[config.mk]
export PLATFORM = sky130hd
export DESIGN_NAME = ram_arbiter
export DESIGN_NICKNAME = d
export VERILOG_FILES = /design/src/rtl/ram_arbiter_pkg.sv /design/src/rtl/ram_arbiter_ram.sv /design/src/rtl/ram_arbiter.sv
export SDC_FILE = /design/constraint.sdc
export NUM_CORES = 1
export LEC_CHECK = 0
export CORE_AREA = 2 2 187 189
export DETAILED_ROUTE_END_ITERATION = 8
export DIE_AREA = 0 0 189 191
export GPL_TIMING_DRIVEN = 0
export PLACE_DENSITY = 0.82
export SLEW_MARGIN = 20
export SYNTH_ARGS = -nofsm -noshare
export SYNTH_HDL_FRONTEND = slang
export SYNTH_HIERARCHICAL = 1
export SYNTH_SLANG_ARGS = --single-unit
[constraint.sdc]
create_clock -name clk -period 6.3 [get_ports clk]
set_input_delay 1.26 -clock clk [delete_from_list [all_inputs] [get_ports clk]]
set_output_delay 1.26 -clock clk [all_outputs]
set_load 0.005 [all_outputs]
[src/rtl/ram_arbiter_pkg.sv]
// rtl/ram_arbiter_pkg.sv - shared types, constants and grant helper for ram_arbiter
package ram_arbiter_pkg;

  typedef logic client_t;

  localparam client_t CLIENT0 = 1'b0;
  localparam client_t CLIENT1 = 1'b1;
  localparam int      CNT_W   = 16;

  // Two-client round-robin grant: a lone requester always wins, a tie goes to ptr.
  function automatic logic [1:0] rr_grant(input logic v0, input logic v1, input client_t ptr);
    logic [1:0] g;
    g[0] = v0 && (!v1 || ptr == CLIENT0);
    g[1] = v1 && (!v0 || ptr == CLIENT1);
    return g;
  endfunction

endpackage

[src/rtl/ram_arbiter_ram.sv]
// rtl/ram_arbiter_ram.sv - single-clock dual-port RAM, registered read, read-before-write
module ram_arbiter_ram #(
  parameter int WIDTH = 8,
  parameter int DEPTH = 64,
  localparam int AW = $clog2(DEPTH)
) (
  input  logic             clk,
  input  logic             rden,
  input  logic [AW-1:0]    raddr,
  output logic [WIDTH-1:0] q,
  input  logic             wren,
  input  logic [AW-1:0]    waddr,
  input  logic [WIDTH-1:0] wdata
);

  logic [WIDTH-1:0] mem [DEPTH];

  // Both updates are non-blocking, so a same-address read sees the pre-write word.
  always_ff @(posedge clk) begin
    if (wren) mem[waddr] <= wdata;
    if (rden) q <= mem[raddr];
  end

endmodule

[src/rtl/ram_arbiter.sv]
// rtl/ram_arbiter.sv - two-client round-robin arbiter in front of a shared RAM
module ram_arbiter
  import ram_arbiter_pkg::*;
#(
  parameter int WIDTH = 8,
  parameter int DEPTH = 64,
  localparam int AW = $clog2(DEPTH)
) (
  input  logic             clk,
  input  logic             rst,
  input  logic             c0_rd_valid,
  input  logic [AW-1:0]    c0_rd_addr,
  output logic             c0_rd_ready,
  output logic             c0_rsp_valid,
  output logic [WIDTH-1:0] c0_rsp_data,
  input  logic             c0_wr_valid,
  input  logic [AW-1:0]    c0_wr_addr,
  input  logic [WIDTH-1:0] c0_wr_data,
  output logic             c0_wr_ready,
  input  logic             c1_rd_valid,
  input  logic [AW-1:0]    c1_rd_addr,
  output logic             c1_rd_ready,
  output logic             c1_rsp_valid,
  output logic [WIDTH-1:0] c1_rsp_data,
  input  logic             c1_wr_valid,
  input  logic [AW-1:0]    c1_wr_addr,
  input  logic [WIDTH-1:0] c1_wr_data,
  output logic             c1_wr_ready,
  output logic [CNT_W-1:0] conflict_cnt
);

  client_t          rd_ptr, wr_ptr, rsp_tag;
  logic             rsp_pending;
  logic [1:0]       rd_gnt, wr_gnt;
  logic             rden, wren;
  logic [AW-1:0]    raddr, waddr;
  logic [WIDTH-1:0] wdata, q;
  logic [1:0]       conflict_inc;
  logic [CNT_W:0]   cnt_sum;

  always_comb begin
    rd_gnt = rst ? 2'b00 : rr_grant(c0_rd_valid, c1_rd_valid, rd_ptr);
    wr_gnt = rst ? 2'b00 : rr_grant(c0_wr_valid, c1_wr_valid, wr_ptr);
  end

  assign c0_rd_ready = rd_gnt[0];
  assign c1_rd_ready = rd_gnt[1];
  assign c0_wr_ready = wr_gnt[0];
  assign c1_wr_ready = wr_gnt[1];

  assign rden  = |rd_gnt;
  assign raddr = rd_gnt[1] ? c1_rd_addr : c0_rd_addr;
  assign wren  = |wr_gnt;
  assign waddr = wr_gnt[1] ? c1_wr_addr : c0_wr_addr;
  assign wdata = wr_gnt[1] ? c1_wr_data : c0_wr_data;

  assign conflict_inc = {1'b0, c0_rd_valid & c1_rd_valid} + {1'b0, c0_wr_valid & c1_wr_valid};
  assign cnt_sum      = {1'b0, conflict_cnt} + {{(CNT_W-1){1'b0}}, conflict_inc};

  always_ff @(posedge clk) begin
    if (rst) begin
      rd_ptr       <= CLIENT0;
      wr_ptr       <= CLIENT0;
      rsp_tag      <= CLIENT0;
      rsp_pending  <= 1'b0;
      conflict_cnt <= '0;
    end else begin
      // The pointer moves to whichever client was not served; idle ports hold.
      if (rden) rd_ptr <= rd_gnt[0] ? CLIENT1 : CLIENT0;
      if (wren) wr_ptr <= wr_gnt[0] ? CLIENT1 : CLIENT0;
      rsp_pending <= rden;
      if (rden) rsp_tag <= rd_gnt[1] ? CLIENT1 : CLIENT0;
      conflict_cnt <= cnt_sum[CNT_W] ? {CNT_W{1'b1}} : cnt_sum[CNT_W-1:0];
    end
  end

  // A response landing in a reset cycle is suppressed so an interrupted read never reports.
  assign c0_rsp_valid = rsp_pending && rsp_tag == CLIENT0 && !rst;
  assign c1_rsp_valid = rsp_pending && rsp_tag == CLIENT1 && !rst;
  assign c0_rsp_data  = c0_rsp_valid ? q : '0;
  assign c1_rsp_data  = c1_rsp_valid ? q : '0;

  ram_arbiter_ram #(
    .WIDTH (WIDTH),
    .DEPTH (DEPTH)
  ) ram (
    .clk   (clk),
    .rden  (rden),
    .raddr (raddr),
    .q     (q),
    .wren  (wren),
    .waddr (waddr),
    .wdata (wdata)
  );

endmodule

==> run metrics <==
DRT antenna net count 0; placed wire-length estimate 33.1 mm; # placed instances 1623; 1st-iter DRT viols 1490; leading area contributor after synthesis edfxtp_1; Vias per Instance 6.83; fmax 189 MHz; pwr dens 305 mW/mm^2; Post-CTS Setup Inserts 0; initial antenna violation count 1; fin crit share 83.8%; hold_buf cts 0; DR vias 11700; Num CTS Buffers 50; Worst slew margin 34.1%; wire per inst 31.0 um; die width 189 um; Slew @ Worst Pin 989 ps; post-route non-filler standard cell count 1716; Setup violations, final 0; Hold EP rd_ptr; RSZ-0062 raised after global routing false; number of remaining DRC errors 0; setup TNS 0 ps; TritonRoute pass-1 iters 6; critical path arrival 5570 ps; Clock Skew 15.7 ps; std cell rows 68; ranking of synthesized cells by area edfxtp_1, mux4_2, dfxtp_1; reg2reg start rd_ptr; CP Launch Point c0_rd_valid; clock sink count 540; core area 0.0341 sq mm; asr flop ratio synth 0%; CTS HTree Levels 2; clock buffer depth 3; FF-to-FF path depth 12; GP Congestion 0.946; fraction of layout cells with a size suffix above 1 21.3%; Congestion Overflow GR 0; Yosys top cell area share 72.4%; Overall Global Routing Usage 30.3%; chip height 191 um; Peak VDD IR 219 uV; final core occ 71.9%; pin count of the biggest net entering global routing 65; I/O Pins 84; CTS root buf clkbuf_16; Synth cell types 59; worst-path fanout max 10; Post-Syn Area 0.0216 sq mm; worst skew pair latency 570 ps; reg2reg setup slack 1840 ps; synth cell count leaders edfxtp_1, mux4_2, nor2_1; most common cell in the synthesized netlist edfxtp_1; syn avg cell area 19.9 sq um; post-synth net total 1134; CTS tree built; Reg2Reg Capture Point ram/q[6]; CP startpoint kind input pin; register area share after synthesis 74.3%; port buffer count 82; Syn. warnings 6; Worst Path Required 6590 ps; Final Hold Fails 0; first-pass GRT wire length 77.3 mm; CP endpoint kind register; outcome completed; max-slew violation count 0; post-layout min period 5280 ps; Hold WC Path Type reg -> reg; Post-synth EDFFs 520; # resized after CTS 0; vias in the first global route 11600; fill cell count 1909; Crit Path Category in -> reg; Worst Hold Depth 2; max cap viols 0; #FFs+latches synth 540; Clock transition at path regs 60 ps; routed wire length 53.2 mm; final net count 1268; Post-Syn Instances 1086; leak pwr 0.00769 uW; total power 7490 uW; Post-synth top flop edfxtp_1; Initial Util 63.2%; hold_sp rd_ptr; Layout Area Growth over Synthesis 13.8%; Die Area 0.0361 sq mm
-- cells in the final DEF, fill, tap and decap left out, types with 10 or more instances in the layout --
cell type	count
edfxtp_1	520
mux2i_1	25
nor2b_1	16
nor3_1	10
mux2_2	25
buf_4	14
dfxtp_1	20
nand3_1	15
buf_2	11
a21oi_1	17
and2_1	19
clkinv_1	16
clkbuf_16	51
nand2_1	26
clkbuf_1	34
nor2_1	93
mux4_2	126
clkdlybuf4s50_1	82
-- cells by family (layout without fill, tap and decap cells) --
family | after synthesis | in the layout | share of synthesized area, %
xor+xnor | 8 | 8 | 0.325
compound gates | 75 | 75 | 2.51
mux | 184 | 184 | 16.0
flops | 540 | 540 | 74.3
other cells | 0 | 1 | 0
buf+inv | 60 | 234 | 1.64
fa+ha+maj | 2 | 2 | 0.151
simple gates | 217 | 217 | 5.04
-- how the worst max path moves through the flow --
stage,to,slack [ps],depth (start not counted)
after global placement,ram/q[6],730,13
after global routing,ram/q[6],960,13
after detailed placement,ram/q[6],650,13
after CTS,ram/q[6],1250,13
after floorplan,ram/mem[48][0],2420,8
final,ram/q[6],1020,13
-- power breakdown --
group / switching [uW] / leakage, uW / internal [uW] / total, uW
Sequential: 10.9 / 0.00484 / 3990 / 4000
Clock: 1250 / 0.000754 / 1630 / 2880
Combinational: 377 / 0.00209 / 235 / 612
-- worst max-delay path: stages --
cell	delay [ps]
clkdlybuf4s50_1	480
nand2b_1	130
nand2_1	90
nor2_2	460
mux2_2	270
buf_4	230
buf_2	390
buf_1	780
nand2_1	370
a211oi_1	390
nor4_1	100
nor3_1	390
o32ai_1	210
-- registers in the layout (all words and copies together), names as in the netlist --
signal and cells:
wr_ptr 1, ram/q 8, ram/mem 512, conflict_cnt 16
rd_ptr 1, rsp_tag 1, rsp_pending 1
-- final cells by class --
class                      count  area [sq um]  area share [%]
clock inverter                26           189           0.770
buffer                        56           339            1.38
multi-input combinational    486          5230            21.3
inverter                       4          15.0          0.0612
tap                          455           569            2.32
timing repair buffer          82           821            3.35
sequential                   540         16000            65.3
clock buffer                  66          1350            5.51
antenna                        1          2.50          0.0102
-- per-stage QoR --
step,hold slack [ps],setup slack (ps),cell area [sq um]
floorplan,445,2420,21600
global placement,467,730,23000
detailed placement,475,654,23000
CTS,497,1250,24500
global route,520,955,24500
finish,495,1020,24500
-- metal layers --
metal	share of wire (%)	up-vias	GRT usage [%]
li1	-	4716	-
met1	35	5959	40.4
met2	49	899	49.5
met3	12	145	7.14
met4	4.1	0	11.3
met5	0	-	0
(Power assumes the default switching activity.)
==> edit, RTL diff (same flow settings) <==
`DEPTH` is set to 64 in 2 places; all go to 32.
--- a/src/rtl/ram_arbiter_ram.sv
+++ b/src/rtl/ram_arbiter_ram.sv
@@ -2,5 +2,5 @@
 module ram_arbiter_ram #(
   parameter int WIDTH = 8,
-  parameter int DEPTH = 64,
+  parameter int DEPTH = 32,
   localparam int AW = $clog2(DEPTH)
 ) (
--- a/src/rtl/ram_arbiter.sv
+++ b/src/rtl/ram_arbiter.sv
@@ -4,5 +4,5 @@
 #(
   parameter int WIDTH = 8,
-  parameter int DEPTH = 64,
+  parameter int DEPTH = 32,
   localparam int AW = $clog2(DEPTH)
 ) (
Ports: changed (resized c0_rd_addr, c0_wr_addr, c1_rd_addr and c1_wr_addr); port bits go from 84 to 80. The function was not compared with the original's and may differ.
==> edit against the original RTL <==
Power down 48%; fmax up 13%; combinational power down 49%; area after synthesis down 47%; worst setup slack better by 0.60 ns; sequential cell count down 256; wire length down 55%; final area down 44%; critical path type unchanged.
==> edit: results <==
[sta]
finalClockSkew_ns = 0.005824
tightest_slew_ns = 0.9483

[cells_and_area]
drive_above_1_share_pct = 24.71
reg.largest.list = "ram/mem x256, conflict_cnt x16, ram/q x8"
nNetsFinal = 713
fillers = 2954
antennaDiodeCount = 0

[clocking]
clkLatencyLatePin_ns = 0.52
numCtsBuffers = 26
cts.htree.levels = 1

[global_route]
grt_pass1_vias = 5887
grt_pass1_wl_um = 36910
grtUsageMet3_pct = 2.185
use_met2_pct = 24.42

[synthesis]
synth_edf_count = 264
ys_seq_area_share_pct = 72.62
synth_common_cells = "edfxtp_1, mux4_2, nor2_1, mux2_2, dfxtp_1"
synth_cell_type_count = 42
synthTopCellsByArea = "edfxtp_1, mux4_2, dfxtp_1"
synth_fp_nets = 607

[pwr]
comb_power_share_pct = 8.0
ir_drop_mv = 0.2526
total_leakage_power_nw = 4.166
seq-power_mw = 2.11
power.combinational.total_uw = 313

[critical_path]
ff2ff_setup_slack_ns = 2.44
cp.arrival_ns = 4.95

[route]
met2WireLength_um = 12550
wirelength_um = 24120
route.met3.wl_um = 1861
routed_via_density = 5.090

[outcome]
status = "finished clean"

[place]
place_hpwl_um = 15670
==> edit: cell count changes in the layout (fill, tap and decap cells not counted), moves of 19 or more <==
| cell | change |
|---|---|
| mux2i_1 | -23 |
| nand2_1 | -19 |
| nor2_1 | -52 |
| clkbuf_16 | -24 |
| edfxtp_1 | -256 |
| mux4_2 | -46 |
==> edit: final timing paths <==
kind                     from        to  cells after the start
setup / recovery  c0_rd_valid  ram/q[3]                     10
hold reg to reg       rsp_tag   rsp_tag                      2
hold / removal        rsp_tag   rsp_tag                      2
setup reg to reg       rd_ptr  ram/q[3]                      9
==> edit: cell type report <==
class	instances	share of cell area, %
buffer	26	1.010
clock buffer	36	5.207
clock inverter	11	0.7163
inverter	7	0.1929
multi-input combinational	246	21.84
sequential	284	61.13
tap	455	4.179
timing repair buffer	78	5.731
==> edit: critical path, delay by kind of cell <==
kind          cells  cell delay, ns
mux               4            1.50
simple gates      3            0.57
buf+inv           3            1.58
==> edit: cell families after synthesis <==
family | count (synthesis) | share of synthesized area (%)
flip-flops | 284 | 72.62
adder cells (fa/ha/maj) | 2 | 0.2837
AND/OR/NAND/NOR | 106 | 5.183
AO/OA/AOI/OAI | 20 | 1.277
buffers and inverters | 33 | 1.429
multiplexers | 108 | 18.44
XOR/XNOR | 10 | 0.7637
==> edit: stage by stage <==
| step | instances | instance area [um2] | worst slack (ns) | util (%) | hold slack [ns] |
|---|---|---|---|---|---|
| after floorplan | 563 | 11470 | 2.448 | - | 0.4455 |
| after global placement | 1096 | 12820 | 1.034 | 37.57 | 0.4696 |
| after detailed placement | 1096 | 12820 | 0.9646 | 37.57 | 0.4745 |
| after CTS | 1143 | 13620 | 1.507 | 39.93 | 0.4826 |
| after global routing | 1143 | 13620 | 1.330 | 39.93 | 0.5209 |
| final | 1143 | 13620 | 1.622 | 39.93 | 0.4780 |
